## src/rtl/miss_ctrl_p_if.sv

```systemverilog
// Signal bundle between the miss controller and its CPU, tag/data arrays and memory.
// The slave modport is the controller's view; master is the surrounding environment.
interface miss_ctrl_p_if;
  // CPU side
  logic        mem_read;
  logic        mem_write;
  logic [31:0] mem_address;
  logic [31:0] mem_byte_enable256;
  logic        mem_resp;

  // Way status at the indexed set
  logic [23:0] tag0;
  logic [23:0] tag1;
  logic        valid0;
  logic        valid1;
  logic        dirty0;
  logic        dirty1;

  // Array control
  logic [1:0]  way_load;
  logic [1:0]  way_load_dirty;
  logic        way_dirty_in;
  logic [31:0] way_be0;
  logic [31:0] way_be1;
  logic        fill_sel;
  logic        wb_way;

  // Memory side
  logic        pmem_read;
  logic        pmem_write;
  logic [31:0] pmem_address;
  logic        pmem_resp;

  modport slave (
    input  mem_read, mem_write, mem_address, mem_byte_enable256,
    input  tag0, tag1, valid0, valid1, dirty0, dirty1,
    input  pmem_resp,
    output mem_resp,
    output way_load, way_load_dirty, way_dirty_in, way_be0, way_be1, fill_sel, wb_way,
    output pmem_read, pmem_write, pmem_address
  );

  modport master (
    output mem_read, mem_write, mem_address, mem_byte_enable256,
    output tag0, tag1, valid0, valid1, dirty0, dirty1,
    output pmem_resp,
    input  mem_resp,
    input  way_load, way_load_dirty, way_dirty_in, way_be0, way_be1, fill_sel, wb_way,
    input  pmem_read, pmem_write, pmem_address
  );
endinterface

```

## src/rtl/miss_ctrl_p.sv

```systemverilog
// Miss controller for a 2-way, 8-set, 32-byte-line write-back cache with per-set LRU.
// Hits complete in IDLE; misses optionally write back the LRU victim, then refill it.
module miss_ctrl_p (
  input  logic         clk,
  input  logic         rst,
  miss_ctrl_p_if.slave bus
);

  typedef enum logic [1:0] {
    S_IDLE = 2'd0,
    S_WB   = 2'd1,
    S_FILL = 2'd2
  } state_e;

  state_e      state_q, state_d;
  logic [7:0]  lru_q, lru_d;
  logic        victim_q, victim_d;

  logic [23:0] req_tag;
  logic [2:0]  req_idx;
  logic        req_any;
  logic        hit0, hit1, hit;
  logic        hit_way;
  logic        miss_victim;
  logic        miss_needs_wb;
  logic [23:0] victim_tag;

  logic        mem_resp_o;
  logic [1:0]  way_load_o;
  logic [1:0]  way_load_dirty_o;
  logic        way_dirty_in_o;
  logic [31:0] way_be0_o;
  logic [31:0] way_be1_o;
  logic        fill_sel_o;
  logic        wb_way_o;
  logic        pmem_read_o;
  logic        pmem_write_o;
  logic [31:0] pmem_address_o;

  assign req_tag = bus.mem_address[31:8];
  assign req_idx = bus.mem_address[7:5];
  assign req_any = bus.mem_read | bus.mem_write;

  assign hit0    = bus.valid0 & (bus.tag0 == req_tag);
  assign hit1    = bus.valid1 & (bus.tag1 == req_tag);
  assign hit     = hit0 | hit1;
  // Way 0 wins when both ways report a hit.
  assign hit_way = ~hit0;

  assign miss_victim   = lru_q[req_idx];
  assign miss_needs_wb = miss_victim ? (bus.valid1 & bus.dirty1)
                                     : (bus.valid0 & bus.dirty0);
  // During write-back the tag array is still addressed by the pending request's index.
  assign victim_tag    = victim_q ? bus.tag1 : bus.tag0;

  // State register
  always_ff @(posedge clk) begin
    // NOTE: sequential state uses non-blocking assignments so every flop samples
    // pre-edge values; blocking here would create order-dependent simulation races.
    if (rst) begin
      state_q  <= S_IDLE;
      // NOTE: lru is an 8-bit flop vector, not a RAM, so it is cleared with the
      // other state; a RAM-backed array would have no reset and need an init pass.
      lru_q    <= '0;
      victim_q <= 1'b0;
    end else begin
      state_q  <= state_d;
      lru_q    <= lru_d;
      victim_q <= victim_d;
    end
  end

  // Next-state logic
  always_comb begin
    // NOTE: every variable gets a default before the case so no path leaves it
    // unassigned; a missing default would infer a latch.
    state_d  = state_q;
    lru_d    = lru_q;
    victim_d = victim_q;

    unique case (state_q)
      S_IDLE: begin
        if (req_any) begin
          if (hit) begin
            lru_d[req_idx] = ~hit_way;
          end else begin
            victim_d = miss_victim;
            state_d  = miss_needs_wb ? S_WB : S_FILL;
          end
        end
      end
      S_WB: begin
        if (bus.pmem_resp) state_d = S_FILL;
      end
      S_FILL: begin
        if (bus.pmem_resp) state_d = S_IDLE;
      end
      default: state_d = S_IDLE;
    endcase
  end

  // Output logic; held at zero while rst is asserted so a pmem_resp arriving in the
  // reset cycle cannot strobe the arrays.
  always_comb begin
    mem_resp_o       = 1'b0;
    way_load_o       = 2'b00;
    way_load_dirty_o = 2'b00;
    way_dirty_in_o   = 1'b0;
    way_be0_o        = '0;
    way_be1_o        = '0;
    fill_sel_o       = 1'b0;
    wb_way_o         = 1'b0;
    pmem_read_o      = 1'b0;
    pmem_write_o     = 1'b0;
    pmem_address_o   = '0;

    if (!rst) begin
      unique case (state_q)
        S_IDLE: begin
          if (req_any && hit) begin
            mem_resp_o = 1'b1;
            // A simultaneous read and write is served as a write.
            if (bus.mem_write) begin
              if (hit_way) way_be1_o = bus.mem_byte_enable256;
              else         way_be0_o = bus.mem_byte_enable256;
              way_load_dirty_o[hit_way] = 1'b1;
              way_dirty_in_o            = 1'b1;
            end
          end
        end
        S_WB: begin
          pmem_write_o   = 1'b1;
          wb_way_o       = victim_q;
          pmem_address_o = {victim_tag, req_idx, 5'b0};
        end
        S_FILL: begin
          pmem_read_o    = 1'b1;
          pmem_address_o = {bus.mem_address[31:5], 5'b0};
          if (bus.pmem_resp) begin
            if (victim_q) way_be1_o = '1;
            else          way_be0_o = '1;
            fill_sel_o                 = 1'b1;
            way_load_o[victim_q]       = 1'b1;
            way_load_dirty_o[victim_q] = 1'b1;
            way_dirty_in_o             = 1'b0;
          end
        end
        default: ;
      endcase
    end
  end

  assign bus.mem_resp       = mem_resp_o;
  assign bus.way_load       = way_load_o;
  assign bus.way_load_dirty = way_load_dirty_o;
  assign bus.way_dirty_in   = way_dirty_in_o;
  assign bus.way_be0        = way_be0_o;
  assign bus.way_be1        = way_be1_o;
  assign bus.fill_sel       = fill_sel_o;
  assign bus.wb_way         = wb_way_o;
  assign bus.pmem_read      = pmem_read_o;
  assign bus.pmem_write     = pmem_write_o;
  assign bus.pmem_address   = pmem_address_o;

  a_pmem_excl: assert property (@(posedge clk) !(pmem_read_o && pmem_write_o));
  a_resp_idle: assert property (@(posedge clk) mem_resp_o |-> (state_q == S_IDLE));

endmodule

```

## src/flat_wrapper.sv

```systemverilog
// flat-port wrapper written by rule: the top's interface ports become plain ports
module miss_ctrl_p_flat 
  (clk, rst, bus_mem_read, bus_mem_write, bus_mem_address, bus_mem_byte_enable256, bus_tag0, bus_tag1, bus_valid0, bus_valid1, bus_dirty0, bus_dirty1, bus_pmem_resp, bus_mem_resp, bus_way_load, bus_way_load_dirty, bus_way_dirty_in, bus_way_be0, bus_way_be1, bus_fill_sel, bus_wb_way, bus_pmem_read, bus_pmem_write, bus_pmem_address);
  miss_ctrl_p_if bus_i ();
  input  logic clk;
  input  logic rst;
  input wire logic [$bits(bus_i.mem_read)-1:0] bus_mem_read;
  input wire logic [$bits(bus_i.mem_write)-1:0] bus_mem_write;
  input wire logic [$bits(bus_i.mem_address)-1:0] bus_mem_address;
  input wire logic [$bits(bus_i.mem_byte_enable256)-1:0] bus_mem_byte_enable256;
  input wire logic [$bits(bus_i.tag0)-1:0] bus_tag0;
  input wire logic [$bits(bus_i.tag1)-1:0] bus_tag1;
  input wire logic [$bits(bus_i.valid0)-1:0] bus_valid0;
  input wire logic [$bits(bus_i.valid1)-1:0] bus_valid1;
  input wire logic [$bits(bus_i.dirty0)-1:0] bus_dirty0;
  input wire logic [$bits(bus_i.dirty1)-1:0] bus_dirty1;
  input wire logic [$bits(bus_i.pmem_resp)-1:0] bus_pmem_resp;
  output wire logic [$bits(bus_i.mem_resp)-1:0] bus_mem_resp;
  output wire logic [$bits(bus_i.way_load)-1:0] bus_way_load;
  output wire logic [$bits(bus_i.way_load_dirty)-1:0] bus_way_load_dirty;
  output wire logic [$bits(bus_i.way_dirty_in)-1:0] bus_way_dirty_in;
  output wire logic [$bits(bus_i.way_be0)-1:0] bus_way_be0;
  output wire logic [$bits(bus_i.way_be1)-1:0] bus_way_be1;
  output wire logic [$bits(bus_i.fill_sel)-1:0] bus_fill_sel;
  output wire logic [$bits(bus_i.wb_way)-1:0] bus_wb_way;
  output wire logic [$bits(bus_i.pmem_read)-1:0] bus_pmem_read;
  output wire logic [$bits(bus_i.pmem_write)-1:0] bus_pmem_write;
  output wire logic [$bits(bus_i.pmem_address)-1:0] bus_pmem_address;
  assign bus_i.mem_read = bus_mem_read;
  assign bus_i.mem_write = bus_mem_write;
  assign bus_i.mem_address = bus_mem_address;
  assign bus_i.mem_byte_enable256 = bus_mem_byte_enable256;
  assign bus_i.tag0 = bus_tag0;
  assign bus_i.tag1 = bus_tag1;
  assign bus_i.valid0 = bus_valid0;
  assign bus_i.valid1 = bus_valid1;
  assign bus_i.dirty0 = bus_dirty0;
  assign bus_i.dirty1 = bus_dirty1;
  assign bus_i.pmem_resp = bus_pmem_resp;
  assign bus_mem_resp = bus_i.mem_resp;
  assign bus_way_load = bus_i.way_load;
  assign bus_way_load_dirty = bus_i.way_load_dirty;
  assign bus_way_dirty_in = bus_i.way_dirty_in;
  assign bus_way_be0 = bus_i.way_be0;
  assign bus_way_be1 = bus_i.way_be1;
  assign bus_fill_sel = bus_i.fill_sel;
  assign bus_wb_way = bus_i.wb_way;
  assign bus_pmem_read = bus_i.pmem_read;
  assign bus_pmem_write = bus_i.pmem_write;
  assign bus_pmem_address = bus_i.pmem_address;
  miss_ctrl_p u_core (.clk(clk), .rst(rst), .bus(bus_i));
endmodule
```

## config.mk

```make
export PLATFORM = sky130hd
export DESIGN_NAME = miss_ctrl_p_flat
export DESIGN_NICKNAME = d
export VERILOG_FILES = /design/src/rtl/miss_ctrl_p_if.sv /design/src/rtl/miss_ctrl_p.sv /design/src/flat_wrapper.sv
export SDC_FILE = /design/constraint.sdc
export NUM_CORES = 1
export LEC_CHECK = 0
export BUFFER_PORTS_ARGS = -buffer_cell sky130_fd_sc_hd__buf_2
export CAP_MARGIN = 20
export CORE_MARGIN = 2
export CORE_UTILIZATION = 35
export DETAILED_ROUTE_END_ITERATION = 7
export GPL_TIMING_DRIVEN = 0
export PLACE_DENSITY = 0.82
export SLEW_MARGIN = 20
export SYNTH_ARGS = -nofsm -noshare
export SYNTH_HDL_FRONTEND = slang
export SYNTH_SLANG_ARGS = --single-unit
```

## constraint.sdc

```tcl
create_clock -name clk -period 2.87 [get_ports clk]
set_clock_uncertainty 0.2 [all_clocks]
set_input_delay 0.1435 -clock clk [delete_from_list [all_inputs] [get_ports clk]]
set_output_delay 0.1435 -clock clk [all_outputs]
set_load 0.02 [all_outputs]
```

Word-level counts from Yosys, hierarchy flattened:

Index checks and enable logic that the tools add are counted.

* input port bits: 121
* logic and storage cells: 89
* output and inout bits: 106
* register bits: 11

* reduce and logical (&&, ||, !) cells: 8
* mux-type cells: 56
* bitwise gates (word level): 8
* eq/ne operators: 8
* $lt $le $gt $ge: 6

Operator list (number)
* 32-bit 2-to-1 mux: 13
* 32-bit case mux with 2 select lines: 3
* 24-bit equality test: 2
* 24-bit 2-to-1 mux: 1
* 2-bit 2-to-1 mux: 11
* 1-bit 2-to-1 mux: 21
* 8-bit bitwise mux: 1
* 2-bit inequality test (second input constant): 3
* 2-bit case mux with 3 select lines: 1
* 3-bit AND reduction: 2
* 1-bit AND: 4
* 1-bit logical AND: 4
* 1-bit by 2-bit < comparator with 1-bit output (second input constant): 2
* 3-bit by 4-bit < comparator with 1-bit output (second input constant): 1
* 2-bit case mux with 2 select lines: 1
* 4-bit AND reduction: 1
* 1-bit binary-select mux with 3-bit select: 1
* 1-bit demux with 3-bit select: 1
* 3-bit by 1-bit greater-or-equal comparator with 1-bit output (second input constant): 1
* 1-bit demux with 1-bit select: 2
* 2-bit by 1-bit equality test with 1-bit output (second input constant): 1
* 2-bit equality test (second input constant): 1
* 1-bit greater-or-equal comparator (second input constant): 2
* 2-bit logical NOT: 1
* 3 further kinds: 5

Longest topological paths before layout:

Gate-level depths: netlist of the first run.

* word-level depth: 11
* mapped depth: 9
* mapped depth without buffers: 7

Worst setup path before layout of the first run:

OpenSTA, ideal clock, no wires.

* path type: input -> output
* start point: input bus_mem_address[16]
* end point: output bus_way_be0[22]
* path buffers: 2
* path slack: 445 ps
* stages on the path: 8
* required time: 2526 ps
* data arrival time: 2082 ps
* path through: xor2_1 or4_4 nor4_4 and4b_2 buf_2 buf_4 a21oi_1 nor2_1

* longest elaborated chain between the ends: 7
* elaborated cells on any way between the ends: 11
* classes of those cells: eq/ne: 2; mux: 5; bitwise: 3; reduce/logical: 1

RTL lines
* start: declaration: RTL line flat_wrapper.sv:9 `input wire logic [$bits(bus_i.mem_address)-1:0] bus_mem_address;`
* 24-bit equality test (on tied branches): RTL line miss_ctrl_p.sv:44, miss_ctrl_p.sv:45
* 1-bit AND (on tied branches): RTL line miss_ctrl_p.sv:44, miss_ctrl_p.sv:45
* 32-bit 2-to-1 mux or 1-bit bitwise OR (tied branches): RTL line miss_ctrl_p.sv:124, miss_ctrl_p.sv:46
* 32-bit 2-to-1 mux or 1-bit logical AND (tied branches): RTL line miss_ctrl_p.sv:123, miss_ctrl_p.sv:120
* 32-bit 2-to-1 mux (*): RTL line miss_ctrl_p.sv:120 `if (req_any && hit) begin`
* 32-bit case mux with 2 select lines (*): RTL line miss_ctrl_p.sv:118 `unique case (state_q)`
* 32-bit 2-to-1 mux (*): RTL line miss_ctrl_p.sv:117 `if (!rst) begin`
* end: declaration: RTL line flat_wrapper.sv:22 `output wire logic [$bits(bus_i.way_be0)-1:0] bus_way_be0;`

Every way passes the cells marked *; elsewhere a longest branch is shown, timed or not.

Final worst setup path of the first run:

* start point: input bus_mem_address[22]
* end point: output bus_way_be1[1]

* longest elaborated chain between the ends: 7
* elaborated cells on any way between the ends: 11
* classes of those cells: eq/ne: 2; mux: 5; bitwise: 3; reduce/logical: 1

RTL lines
* 24-bit equality test (on tied branches): RTL line miss_ctrl_p.sv:44, miss_ctrl_p.sv:45
* 1-bit AND (on tied branches): RTL line miss_ctrl_p.sv:44, miss_ctrl_p.sv:45
* 32-bit 2-to-1 mux or 1-bit bitwise OR (tied branches): RTL line miss_ctrl_p.sv:124, miss_ctrl_p.sv:46
* 32-bit 2-to-1 mux or 1-bit logical AND (tied branches): RTL line miss_ctrl_p.sv:123, miss_ctrl_p.sv:120
* 32-bit 2-to-1 mux (*): RTL line miss_ctrl_p.sv:120
* 32-bit case mux with 2 select lines (*): RTL line miss_ctrl_p.sv:118
* 32-bit 2-to-1 mux (*): RTL line miss_ctrl_p.sv:117
* end: declaration: RTL line flat_wrapper.sv:23 `output wire logic [$bits(bus_i.way_be1)-1:0] bus_way_be1;`

Marks and branches as above.

==> results of run 1 <==
[per-stage QoR]
stage                     instance area, sq um  hold slack, ns  setup TNS [ns]  setup WS (ns)
after global routing                      4070          0.0944               0         0.0757
after global placement                    3990           0.301           -2.90         -0.115
after detailed placement                  3990           0.311           -3.40         -0.143
final                                     4070          0.0629               0          0.163
after floorplan                           2780           0.143               0          0.445
after CTS                                 4040          0.0563               0         0.0856
[worst register-to-register path, stage by stage (launching register included)]
cell and delay (ns):
dfxtp_1 0.31, mux4_2 0.48, mux2i_1 0.24, mux2_2 0.39, or4_1 0.47, nor3_1 0.13
nand3b_1 0.12
[sequential cells by signal, summed over array words and instances, names as in the netlist]
name / flops
u_core.victim_q: 1
u_core.state_q: 2
u_core.lru_q: 8
[what timing repair did]
action	in CTS	in global routing
pin swaps	1	1
setup endpoints to repair	30	33
setup buffers	1	3
gates resized for setup	0	3
[logic make-up (layout without fill, tap and decap cells)]
logic type / after synthesis / in the layout / synth area share [%]
other: 1 / 5 / 0.136
XOR/XNOR: 48 / 48 / 15.2
multiplexers: 28 / 28 / 12.2
flip-flops: 11 / 11 / 7.96
AO/OA/AOI/OAI: 117 / 117 / 28.6
buffers and inverters: 40 / 263 / 7.96
AND/OR/NAND/NOR: 140 / 140 / 26.6
adder cells (fa/ha/maj): 3 / 3 / 1.36
[worst min-delay path by stage]
stage / to / slack, ns
after global routing: u_core.state_q[0] / 0.09
after CTS: u_core.state_q[0] / 0.06
after detailed placement: u_core.state_q[0] / 0.31
final: u_core.state_q[0] / 0.06
after global placement: u_core.lru_q[7] / 0.30
after floorplan: u_core.state_q[0] / 0.14
[Yosys cell counts, types with 7 or more instances]
cell      number
xnor2_1       22
nand2_1        8
nor2b_1        7
and2_1         8
dfxtp_1       11
buf_4          8
a21oi_1       41
nor3_1         9
xor2_1        26
nor2_1        71
a21o_1        32
nand4_1        7
a22oi_1       24
mux2_2        25
clkbuf_1      20
[cell type report]
cell class              instances  share of cell area [%]
well taps                     102                    3.14
clock buffers                   3                    1.02
inverters                       2                   0.185
plain buffers                  37                    5.17
multi-input cells             341                    57.6
clock inverters                 1                   0.123
repair buffers                220                    27.3
flip-flops and latches         11                    5.41
[power groups by stage]
stage	Combinational (W)	Sequential (W)	Clock, W
floorplan	0.000387	0.000162	0
global placement	0.000630	0.000162	0
detailed placement	0.000643	0.000163	0
CTS	0.000645	0.000159	0.000168
global route	0.000708	0.000159	0.000179
finish	0.000654	0.000159	0.000168
[per-layer routing]
| layer | share of wire, % | global-route usage [%] | vias to the layer above |
|---|---|---|---|
| li1 | - | - | 1851 |
| met2 | 52 | 48.4 | 224 |
| met1 | 37 | 25.8 | 1781 |
| met3 | 8.4 | 3.09 | 23 |
| met5 | 0 | 0 | - |
| met4 | 2.5 | 8.09 | 0 |
==> results.sh, run 1 <==
export IMPL_p_sw_w=0.000485
export IMPL_p_seq_share_pct=16.2
export IMPL_clockPowerShare_pct=17.1
export IMPL_synth_area_leaders="mux2_2 (10%), nor2_1 (9.6%), a21o_1 (8.7%)"
export IMPL_finalNonFillerCells=717
export IMPL_path_buf_inv=5
export IMPL_critical_path_top_delay_family="simple AND/OR/NAND/NOR gates"
export IMPL_setup_violations=0
export IMPL_clkTransAtPathRegs_ns=0.05
export IMPL_final_common_cell="buf_2"
export IMPL_cp_end_kind="output pin"
export IMPL_antenna_found_initial=0
export IMPL_ys_ff_latch=11
export IMPL_async_reset_ff_share_pct=0
export IMPL_power_leakage_nw=2.24
export IMPL_die_x_um=92.9
export IMPL_crit_chain="buf_2 > xor2_1 > or4_4 > nor4_4 > buf_4 > a311oi_4 > nor3b_4 > buf_4 > buf_6 > a21o_1 > buf_2"
export IMPL_routedWlPerCell_um=15.8
export IMPL_vdd_ir_drop_max_mv=0.144
export IMPL_pwr_share_comb_pct=66.6
export IMPL_drt_iter0_markers=152
export IMPL_wl_um=11300
export IMPL_dp_hpwl_um=9480
export IMPL_syn_area_sq_um=2770
export IMPL_fin_crit_ns=2.71
export IMPL_yosysTopAreaCell="mux2_2"
export IMPL_final_hold_violation_count=0
export IMPL_setup_worst_path_class="in -> out"
export IMPL_status="completed"
export IMPL_antenna_left=0
export IMPL_grt_max_degree=11
export IMPL_yosysTopAreaCellShare_pct=10.2
export IMPL_switching_share_pct=49.4
export IMPL_max_slew_margin_pct=58.9
export IMPL_internal_power_w=0.000497
export IMPL_yosysWarningCount=0
export IMPL_cts_tree="built"
export IMPL_power_total_w=0.000982
export IMPL_hold_path_class="in -> reg"
export IMPL_ys_seq_area_share_pct=7.96
export IMPL_place_inst=710
export IMPL_nets=740
export IMPL_hold_path_depth=3
export IMPL_slew_viol_final=0
export IMPL_cp_start_kind="input pin"
export IMPL_reg2reg_slack_ns=0.46
export IMPL_overflow=0
export IMPL_drcViolationCount=0
export IMPL_cpPeakStageDelay_ns=0.55
export IMPL_hold_start="bus_pmem_resp"
export IMPL_dieHeight_um=92.9
export IMPL_synth_edf_count=0
export IMPL_start_util_pct=36.0
export IMPL_dieArea_sq_um=8630
export IMPL_core_area_sq_um=7690
export IMPL_power_density_nw_per_um2=241
export IMPL_port_buffers=216
export IMPL_grt_pass1_vias=3657
export IMPL_fin_crit_sh_pct=94.3
export IMPL_clk_latency_ns=0.25
export IMPL_ys_types=50
export IMPL_arrival_ns=2.36
export IMPL_rsz0062_at_grt="no"
export IMPL_grt_usage_pct=24.3
export IMPL_clock_root_buffer="clkbuf_8"
export IMPL_worstSetupStartpoint="bus_mem_address[22]"
export IMPL_regArea_sq_um=220
export IMPL_numCtsBuffers=3
export IMPL_crit_slowest_cell="or4_4"
export IMPL_vias_per_cell=5.41
export IMPL_fillers=772
export IMPL_fmax_mhz=369
export IMPL_route_vias_total=3879
export IMPL_io_pins=227
export IMPL_first_pass_iters=5
export IMPL_mostFrequentLayoutCells="buf_2 (221), nor2_1 (71), a21oi_1 (41), a21o_1 (32), xor2_1 (26)"
export IMPL_cap_viol_max_count=0
export IMPL_cts_sinks=11
export IMPL_cp_required_ns=2.53
export IMPL_ys_flop_type="dfxtp_1"
export IMPL_postCtsHoldBufs=0
export IMPL_place_gp_congestion=0.920
export IMPL_avgSynthCellArea_sq_um=7.13
export IMPL_htreeDepth=1
export IMPL_rows=32
export IMPL_post_route_util_pct=52.9
export IMPL_netlist_instances=388
export IMPL_r2r_cells=6
export IMPL_rr_startpoint="u_core.lru_q[5]"
export IMPL_path_depth=11
export IMPL_syn2layout_area_growth_pct=47.0
export IMPL_worst_path_max_fanout=10
export IMPL_multi_input_area_sq_um=2340
export IMPL_crit_path_end="bus_way_be1[1]"
export IMPL_clock_path_buffers=2
export IMPL_r2r_end="u_core.state_q[0]"
export IMPL_grt_pass1_wl_um=17000
export IMPL_drive_gt1_share_pct=45.5
export IMPL_worst_pin_slew_ns=0.610
export IMPL_diodes=0
Note: power is estimated with default switching activity, not from simulation.
==> run 2: changes to the inputs <==
ABC_AREA = 1   (was default)
PLACE_DENSITY = 0.75   (was 0.82)
==> results.sh, run 2 <==
export IMPL_max_slew_margin_pct=58.2
export IMPL_rsz0062_at_grt="no"
export IMPL_core_area_sq_um=10800
export IMPL_clock_path_buffers=2
export IMPL_clkTransAtPathRegs_ns=0.06
export IMPL_clock_root_buffer="clkbuf_8"
export IMPL_antenna_left=0
export IMPL_netlist_instances=808
export IMPL_worst_path_max_fanout=10
export IMPL_routedWlPerCell_um=14.1
export IMPL_final_common_cell="buf_2"
export IMPL_synth_edf_count=0
export IMPL_regMostFlops="u_core.lru_q"
export IMPL_mostFrequentLayoutCells="buf_2 (222), nand2_1 (210), nor2_1 (189), inv_1 (87), nand4_1 (58)"
export IMPL_vias_per_cell=5.17
export IMPL_reg_largest_list="u_core.lru_q x8, u_core.state_q x2, u_core.victim_q x1"
export IMPL_nets=1153
export IMPL_syn2layout_area_growth_pct=33.9
export IMPL_syn_area_sq_um=3840
export IMPL_regArea_sq_um=220
export IMPL_drive_gt1_share_pct=25.5
export IMPL_tns_ns=0
export IMPL_power_density_nw_per_um2=213
export IMPL_overflow=0
export IMPL_place_gp_congestion=1.00
export IMPL_dieArea_sq_um=11800
export IMPL_power_total_w=0.00110
export IMPL_reg2reg_slack_ns=0.79
export IMPL_cts_setup_buffers=0
export IMPL_grt_usage_pct=25.6
export IMPL_drcViolationCount=0
export IMPL_cts_tree="built"
export IMPL_start_util_pct=35.6
export IMPL_yosysWarningCount=0
export IMPL_ys_types=34
export IMPL_cp_end_kind="output pin"
export IMPL_power_leakage_nw=2.95
export IMPL_yosysTopAreaCellShare_pct=20.5
export IMPL_ys_flop_type="dfxtp_1"
export IMPL_rr_startpoint="u_core.state_q[0]"
export IMPL_die_x_um=109
export IMPL_worstSetupStartpoint="u_core.victim_q"
export IMPL_clk_latency_ns=0.25
export IMPL_r2r_cells=9
export IMPL_drt_iter0_markers=695
export IMPL_worst_pin_slew_ns=0.627
export IMPL_synth_area_leaders="nand2_1 (21%), nor2_1 (19%), nand4_1 (9.4%)"
export IMPL_setup_worst_path_class="reg -> out"
export IMPL_ys_seq_area_share_pct=5.73
export IMPL_cap_viol_max_count=0
export IMPL_dieHeight_um=109
export IMPL_first_pass_iters=7
export IMPL_numCtsBuffers=3
export IMPL_postCtsHoldBufs=0
export IMPL_route_vias_total=6042
export IMPL_vdd_ir_drop_max_mv=0.261
export IMPL_status="completed"
export IMPL_rows=38
export IMPL_async_reset_ff_share_pct=0
export IMPL_multi_input_area_sq_um=2980
export IMPL_r2r_end="u_core.lru_q[6]"
export IMPL_io_pins=227
export IMPL_wl_um=16500
export IMPL_dp_hpwl_um=13400
export IMPL_crit_path_end="bus_way_be0[19]"
export IMPL_grt_pass1_wl_um=24500
export IMPL_setup_violations=0
export IMPL_arrival_ns=2.29
export IMPL_cts_resized=0
export IMPL_cts_sinks=11
export IMPL_port_buffers=213
export IMPL_yosysTopAreaCell="nand2_1"
export IMPL_grt_max_degree=11
export IMPL_fin_crit_sh_pct=91.7
export IMPL_antenna_found_initial=1
export IMPL_yosysMostFrequentCell="nand2_1"
export IMPL_fmax_mhz=380
export IMPL_synth_common_cells="nand2_1 (210), nor2_1 (190), inv_1 (87), nand4_1 (58), nand3_1 (48)"
export IMPL_htreeDepth=1
export IMPL_fillers=1269
export IMPL_ys_ff_latch=11
export IMPL_largest_register_ffs=8
export IMPL_grt_pass1_vias=5009
export IMPL_fin_crit_ns=2.63
export IMPL_cp_required_ns=2.53
export IMPL_dpl_worst_slack_ns=0.302
export IMPL_cp_start_kind="flop"
export IMPL_hold_path_class="in -> reg"
export IMPL_avgSynthCellArea_sq_um=4.76
export IMPL_setup_slack_ns=0.239
export IMPL_final_hold_violation_count=0
export IMPL_slew_viol_final=0
## run 2: cell count changes after synthesis, moves of 13 or more
cell / previous run / this run
a21o_1: 32 / 0
inv_1: 2 / 87
inv_2: 0 / 13
mux2_2: 25 / 0
nand2_1: 8 / 210
nand3_1: 4 / 48
nand4_1: 7 / 58
nor2_1: 71 / 190
o21ai_0: 2 / 28
xnor2_1: 22 / 7
xor2_1: 26 / 3
## run 2: worst min-delay path by stage
stage	start	endpoint	slack (ns)	cells past startpoint
finish	bus_mem_address[5]	u_core.lru_q[3]	0.1	4
global route	bus_mem_address[5]	u_core.lru_q[1]	0.14	4
CTS	bus_mem_address[5]	u_core.lru_q[5]	0.10	4
detailed placement	u_core.state_q[1]	u_core.state_q[1]	0.27	2
global placement	u_core.state_q[1]	u_core.state_q[1]	0.27	2
floorplan	bus_mem_address[7]	u_core.lru_q[0]	0.23	4
## run 2: power breakdown
group / internal, W / total (W) / leakage (nW) / switching [W]
registers: 0.000157 / 0.000160 / 0.0890 / 0.00000258
logic: 0.000246 / 0.000772 / 2.84 / 0.000526
clock network: 0.0000961 / 0.000166 / 0.0255 / 0.0000694
total: 0.000499 / 0.00110 / 2.95 / 0.000598
## run 2: kinds of logic after synthesis
logic type / after synthesis / share of synthesized area, %
AO/OA/AOI/OAI: 97 / 14.1
XOR/XNOR: 10 / 2.28
adder cells (fa/ha/maj): 3 / 0.977
buffers and inverters: 160 / 17.3
flip-flops: 11 / 5.73
other: 1 / 0.0976
AND/OR/NAND/NOR: 526 / 59.5
## run 2: layer usage
metal / global-route usage, % / wire, um
met1: 37.4 / 7180
met3: 4.24 / 1690
met2: 40.0 / 7310
met4: 3.85 / 276
met5: 0 / 0
## run 2: worst max-delay path, stage by stage, from the launching register on
cell,delay [ns]
dfxtp_1,0.30
clkbuf_1,0.28
clkinv_1,0.39
nand3_1,0.35
clkbuf_1,0.38
a21oi_1,0.16
buf_2,0.18
## run 2: layout make-up
| class | instances | share of cell area [%] |
|---|---|---|
| multi-input combinational | 641 | 57.8 |
| timing repair buffer | 213 | 20.7 |
| inverter | 103 | 7.51 |
| buffer | 56 | 5.32 |
| sequential | 11 | 4.28 |
| tap | 140 | 3.40 |
| clock buffer | 3 | 0.802 |
| clock inverter | 1 | 0.0973 |
| antenna | 1 | 0.0486 |
## run 2: through the flow
step	cells	hold slack, ns	instance area [sq um]	util (%)
2_1_floorplan	812	0.234	3860	-
3_3_place_gp	1165	0.268	5100	47.2
3_5_place_dp	1165	0.273	5100	47.2
4_1_cts	1169	0.101	5140	47.7
5_1_grt	1169	0.138	5150	47.7
6_report	1169	0.0983	5150	47.7
